==> src/rtl/aap_pipe_pkg.sv <==
// Shared types and constants for the 16/32-bit fetch-to-decode pipe.
package aap_pipe_pkg;

    typedef enum logic {
        S_FIRST  = 1'b0,
        S_SECOND = 1'b1
    } seq_state_t;

    localparam int LONG_BIT     = 15;
    localparam int HALF_WIDTH   = 16;
    localparam int INSTR_WIDTH  = 32;
    localparam int DEF_PC_WIDTH = 24;

    typedef struct packed {
        logic [INSTR_WIDTH-1:0] instr;
        logic                   is_long;
    } dec_dat_t;

endpackage

==> src/rtl/aap_fetch_sequencer.sv <==
// Assembles 16-bit fetch halfwords into whole 16/32-bit instructions for the decoder.
// Latency: 1 cycle from the final halfword accepted to dec_valid.
// Backpressure: fetch_ready drops while a flush is requested or the output is held by dec_ready.
module aap_fetch_sequencer
    import aap_pipe_pkg::*;
#(
    parameter int                  PC_WIDTH  = DEF_PC_WIDTH,
    parameter logic [PC_WIDTH-1:0] RESET_PC  = '0,
    parameter int                  CNT_WIDTH = 16
) (
    input  logic                   clock,
    input  logic                   reset,
    input  logic                   fetch_valid,
    input  logic [HALF_WIDTH-1:0]  fetch_word,
    output logic                   fetch_ready,
    output logic                   dec_valid,
    output logic [INSTR_WIDTH-1:0] dec_instr,
    output logic                   dec_long,
    output logic [PC_WIDTH-1:0]    dec_pc,
    input  logic                   dec_ready,
    input  logic                   flush_valid,
    input  logic [PC_WIDTH-1:0]    flush_pc,
    output logic [CNT_WIDTH-1:0]   issued_count
);

    seq_state_t            r_state;
    seq_state_t            w_state_nxt;
    logic [PC_WIDTH-1:0]   r_pc;
    logic [PC_WIDTH-1:0]   r_start_pc;
    logic [HALF_WIDTH-1:0] r_low_half;
    logic                  r_dec_vld;
    dec_dat_t              r_dec_dat;
    logic [PC_WIDTH-1:0]   r_dec_pc;
    logic [CNT_WIDTH-1:0]  r_issued;

    logic                  w_fetch_xfer;
    logic                  w_dec_xfer;
    logic                  w_load;
    dec_dat_t              w_load_dat;
    logic [PC_WIDTH-1:0]   w_load_pc;

    assign fetch_ready  = !flush_valid && (!r_dec_vld || dec_ready);
    assign w_fetch_xfer = fetch_valid && fetch_ready;
    assign w_dec_xfer   = r_dec_vld && dec_ready;

    always_comb begin
        w_state_nxt = r_state;
        w_load      = 1'b0;
        w_load_dat  = r_dec_dat;
        w_load_pc   = r_dec_pc;
        if (w_fetch_xfer) begin
            if (r_state == S_FIRST) begin
                if (!fetch_word[LONG_BIT]) begin
                    w_load     = 1'b1;
                    w_load_dat = '{instr:   {{(INSTR_WIDTH-HALF_WIDTH){1'b0}}, fetch_word},
                                   is_long: 1'b0};
                    w_load_pc  = r_pc;
                end else begin
                    w_state_nxt = S_SECOND;
                end
            end else begin
                // The high half is taken as-is; its bit 15 carries no meaning.
                w_load      = 1'b1;
                w_load_dat  = '{instr: {fetch_word, r_low_half}, is_long: 1'b1};
                w_load_pc   = r_start_pc;
                w_state_nxt = S_FIRST;
            end
        end
        if (flush_valid) begin
            w_state_nxt = S_FIRST;
        end
    end

    always_ff @(posedge clock or negedge reset) begin
        if (!reset) begin
            r_state    <= S_FIRST;
            r_pc       <= RESET_PC;
            r_start_pc <= RESET_PC;
            r_low_half <= '0;
        end else begin
            r_state <= w_state_nxt;
            if (flush_valid) begin
                r_pc <= flush_pc;
            end else if (w_fetch_xfer) begin
                r_pc <= r_pc + 1'b1;
                if (r_state == S_FIRST && fetch_word[LONG_BIT]) begin
                    r_low_half <= fetch_word;
                    r_start_pc <= r_pc;
                end
            end
        end
    end

    // A consume and a new load may coincide; the load wins so there is no bubble.
    always_ff @(posedge clock or negedge reset) begin
        if (!reset) begin
            r_dec_vld <= 1'b0;
            r_dec_dat <= '0;
            r_dec_pc  <= RESET_PC;
        end else if (flush_valid) begin
            r_dec_vld <= 1'b0;
        end else if (w_load) begin
            r_dec_vld <= 1'b1;
            r_dec_dat <= w_load_dat;
            r_dec_pc  <= w_load_pc;
        end else if (w_dec_xfer) begin
            r_dec_vld <= 1'b0;
        end
    end

    always_ff @(posedge clock or negedge reset) begin
        if (!reset) begin
            r_issued <= '0;
        end else if (w_dec_xfer) begin
            r_issued <= r_issued + 1'b1;
        end
    end

    assign dec_valid    = r_dec_vld;
    assign dec_instr    = r_dec_dat.instr;
    assign dec_long     = r_dec_dat.is_long;
    assign dec_pc       = r_dec_pc;
    assign issued_count = r_issued;

endmodule

==> config.mk <==
export PLATFORM = sky130hd
export DESIGN_NAME = aap_fetch_sequencer
export DESIGN_NICKNAME = d
export VERILOG_FILES = /design/src/rtl/aap_pipe_pkg.sv /design/src/rtl/aap_fetch_sequencer.sv
export SDC_FILE = /design/constraint.sdc
export NUM_CORES = 1
export LEC_CHECK = 0
export BUFFER_PORTS_ARGS = -buffer_cell sky130_fd_sc_hd__buf_2
export CAP_MARGIN = 20
export CORE_MARGIN = 3
export CORE_UTILIZATION = 50
export CTS_CLUSTER_DIAMETER = 50
export DETAILED_ROUTE_END_ITERATION = 16
export PLACE_DENSITY = 0.76
export SYNTH_ARGS = -nofsm -noshare
export SYNTH_HDL_FRONTEND = slang
export SYNTH_SLANG_ARGS = --single-unit
==> constraint.sdc <==
create_clock -name clock -period 1.6 [get_ports clock]
set_input_delay 0.16 -clock clock [delete_from_list [all_inputs] [get_ports clock]]
set_output_delay 0.16 -clock clock [all_outputs]
set_load 0.05 [all_outputs]
==> out/qor.yml <==
status: "finished with violations"
violations: "setup timing"
worst-path-stages: 6
hold_end: "r_pc[1]"
fin_area_um2: 8240
synth_top_cell_area_share_pct: 57.3
irDropWorstVdd_mv: 0.726
synth.most_common_cell: "dfrtp_1"
ant_nets: 0
cp-start-kind: "flop"
hp-start: "flush_pc[1]"
cp_slowest_cell: "dfrtp_1"
reg2reg_depth: 6
firstDrtPassIters: 4
syn_area_um2: 6070
gr-usage-all-layers_pct: 22.4
worstSetupEndpointType: "flop"
grt.busiest_layer: "met2"
netlist_instances: 520
synthArstFlopShare_pct: 100
tns_ns: -0.0877
grt_max_degree: 59
min_path_cells: 3
rows: 39
nNetsFinal: 757
max_cap_violations: 0
p_leak_nw: 3.89
fin_util_pct: 70.7
cts.sinks: 139
synth_top_family_by_area: "multiplexers"
p_per_area_nw_per_um2: 1390
wl_per_cell_um: 16.3
grt_pass1_wl_um: 23500
worst_pin_slew_ns: 0.404
die_area_um2: 13500
cts_tree: "done"
clock_skew_ns: 0.00762
post-route-min-period_ns: 1.63
met2_usage_pct: 35.9
total_power_mw: 11.5
io_buffers: 119
cts_buffers: 17
critPathArrivalTime_ns: 1.95
dp_hpwl_um: 9260
synth-warning-count: 0
fp.dieH_um: 116
synth-edff-count: 0
place_ws_ns: -0.164
fin_ws_ns: -0.0339
stdcell_count: 866
clock_latency_ns: 0.42
finalHoldViolCount: 0
htreeDepth: 4
yosysSeqAreaShare_pct: 57.3
met3_usage_pct: 5.85
place_area_um2: 7140
synthXorXnorAreaFrac_pct: 4.90
start_util_pct: 52.1
worstPathRequired_ns: 1.91
antenna_found_initial: 1
synth-simple-area-share_pct: 11.3
synth.mux.area_fraction_pct: 14.6
hold_path_class: "in -> reg"
core_um2: 11700
grt_pass1_vias: 4888
setup_viol: 4
synth_cell_types: 41
critPathMaxFanout: 8
slowest_delay_ns: 0.36
viasPerCell: 5.37
maxSlewViolCount: 0
cp_num_buf_inv: 1
syn-num-nets: 567
period_share_pct: 102
route.detailed.drc: 0
worst_hold_slack_ns: 0.0283
synth-seq-cells: 139
synth_fa_ha_area_share_pct: 0.412
crit_chain: "and4_4 > nand4_4 > buf_4 > nor2_1 > a31oi_1 > o31ai_1"
cts_root_buf: "clkbuf_16"
rsz0062_at_grt: "true"
drtIter0Drc: 360
clock.fmax_mhz: 612
clk_path_buf_depth: 2
clk_pin_slew_ns: 0.06
area_growth_pct: 35.7
r2r-end: "r_pc[18]"
dp.cells: 796
use_met1_pct: 29.0
grt_overflow: 0
synth_top_cells_by_count: "dfrtp_1 (139), nand2_1 (70), o21ai_0 (57), mux2_2 (43), mux2i_1 (40)"
gp_congestion: 0.835
synth.largest_area_cell: "dfrtp_1"
rr_startpoint: "r_pc[2]"
avgSynthCellArea_um2: 11.7
synth.area.top_cells: "dfrtp_1 (57%), mux2_2 (8.0%), mux2i_1 (6.6%)"
crit_type: "reg -> reg"
drive_above_1_share_pct: 37.1
fillCellCount: 810
r2r_slack_ns: -0.03
synth-compound-area-share_pct: 8.36
synthFlopType: "dfrtp_1"
vias: 4648
crit_family: "simple AND/OR/NAND/NOR gates"
io_pins: 120
finalWirelength_um: 14100
diodes: 0
die-width_um: 116
slew_headroom_pct: 73.0
[where the power goes]
part,switching (mW),total (mW),internal [mW]
Clock,1.41,4.06,2.66
Combinational,1.91,2.86,0.949
Sequential,0.371,4.53,4.16
Total,3.69,11.5,7.76
[area by class of cell]
class                           instances  area (um2)  share of cell area (%)
Timing Repair Buffer                  202        1410                    17.1
Clock inverter                          6         108                    1.31
Clock buffer                           26         509                    6.18
Sequential cell                       139        3490                    42.3
Inverter                                9        33.8                   0.410
Multi-Input combinational cell        341        2520                    30.5
Tap cell                              143         179                    2.17
[worst reg2reg max path: cells and delay by family (launching register included)]
family / cells / cell delay, ns
AOI/OAI and AO/OA: 2 / 0.34
buffers and inverters: 1 / 0.21
DFF: 1 / 0.36
and+or+nand+nor: 3 / 0.61
[flip-flops by register name (all words and copies together), names as in the netlist]
register	cells
dec_instr	32
dec_pc	24
r_pc	24
r_start_pc	24
issued_count	16
r_low_half	16
dec_long	1
dec_valid	1
r_state	1
[cell families after synthesis]
family                   Yosys count
XOR/XNOR                          34
AND/OR/NAND/NOR                  138
buffers and inverters             40
adder cells (fa/ha/maj)            2
multiplexers                      83
AO/OA/AOI/OAI                     84
flip-flops                       139
[worst max-delay path by stage]
stage / start / to / slack, ns
after floorplan: dec_valid / dec_instr[20] / -0.15
after global placement: dec_valid / r_pc[22] / -0.10
after detailed placement: dec_valid / r_pc[9] / -0.16
after CTS: r_pc[2] / r_pc[18] / 0.002
after global routing: r_pc[2] / r_pc[20] / -0.09
final: r_pc[2] / r_pc[18] / -0.03
[routing by layer]
layer  vias to the layer above  wire, um
li1                       2201         -
met1                      2269      6150
met2                       144      6940
met3                        32       737
met4                         2       283
met5                         -         9
[timing repair]
item / in CTS / in global routing
setup endpoints to repair: 110 / 27
cloned: 0 / 0
resized for setup: 15 / 10
hold endpoints to repair: 179 / 0
setup buffers: 0 / 1
hold buffers: 37 / 0
[layout by cell type, fill, tap and decap left out, drive strengths merged, types with 2 or more instances in the layout]
cell and n:
xor2 8, a22o 16, xnor2 26, and4 5
and3 6, nor3 8, buf 165, clkinv 2
clkbuf 26, o21ai 59, mux2i 40, and2 4
mux2 43, dlygate4sd3 37, nand2b 3, inv 9
nand4 6, nor2 11, nand2 70, ha 2
dfrtp 139, nand3 17, nor4 4, bufinv 3
Note: power is estimated with default switching activity, not from simulation.
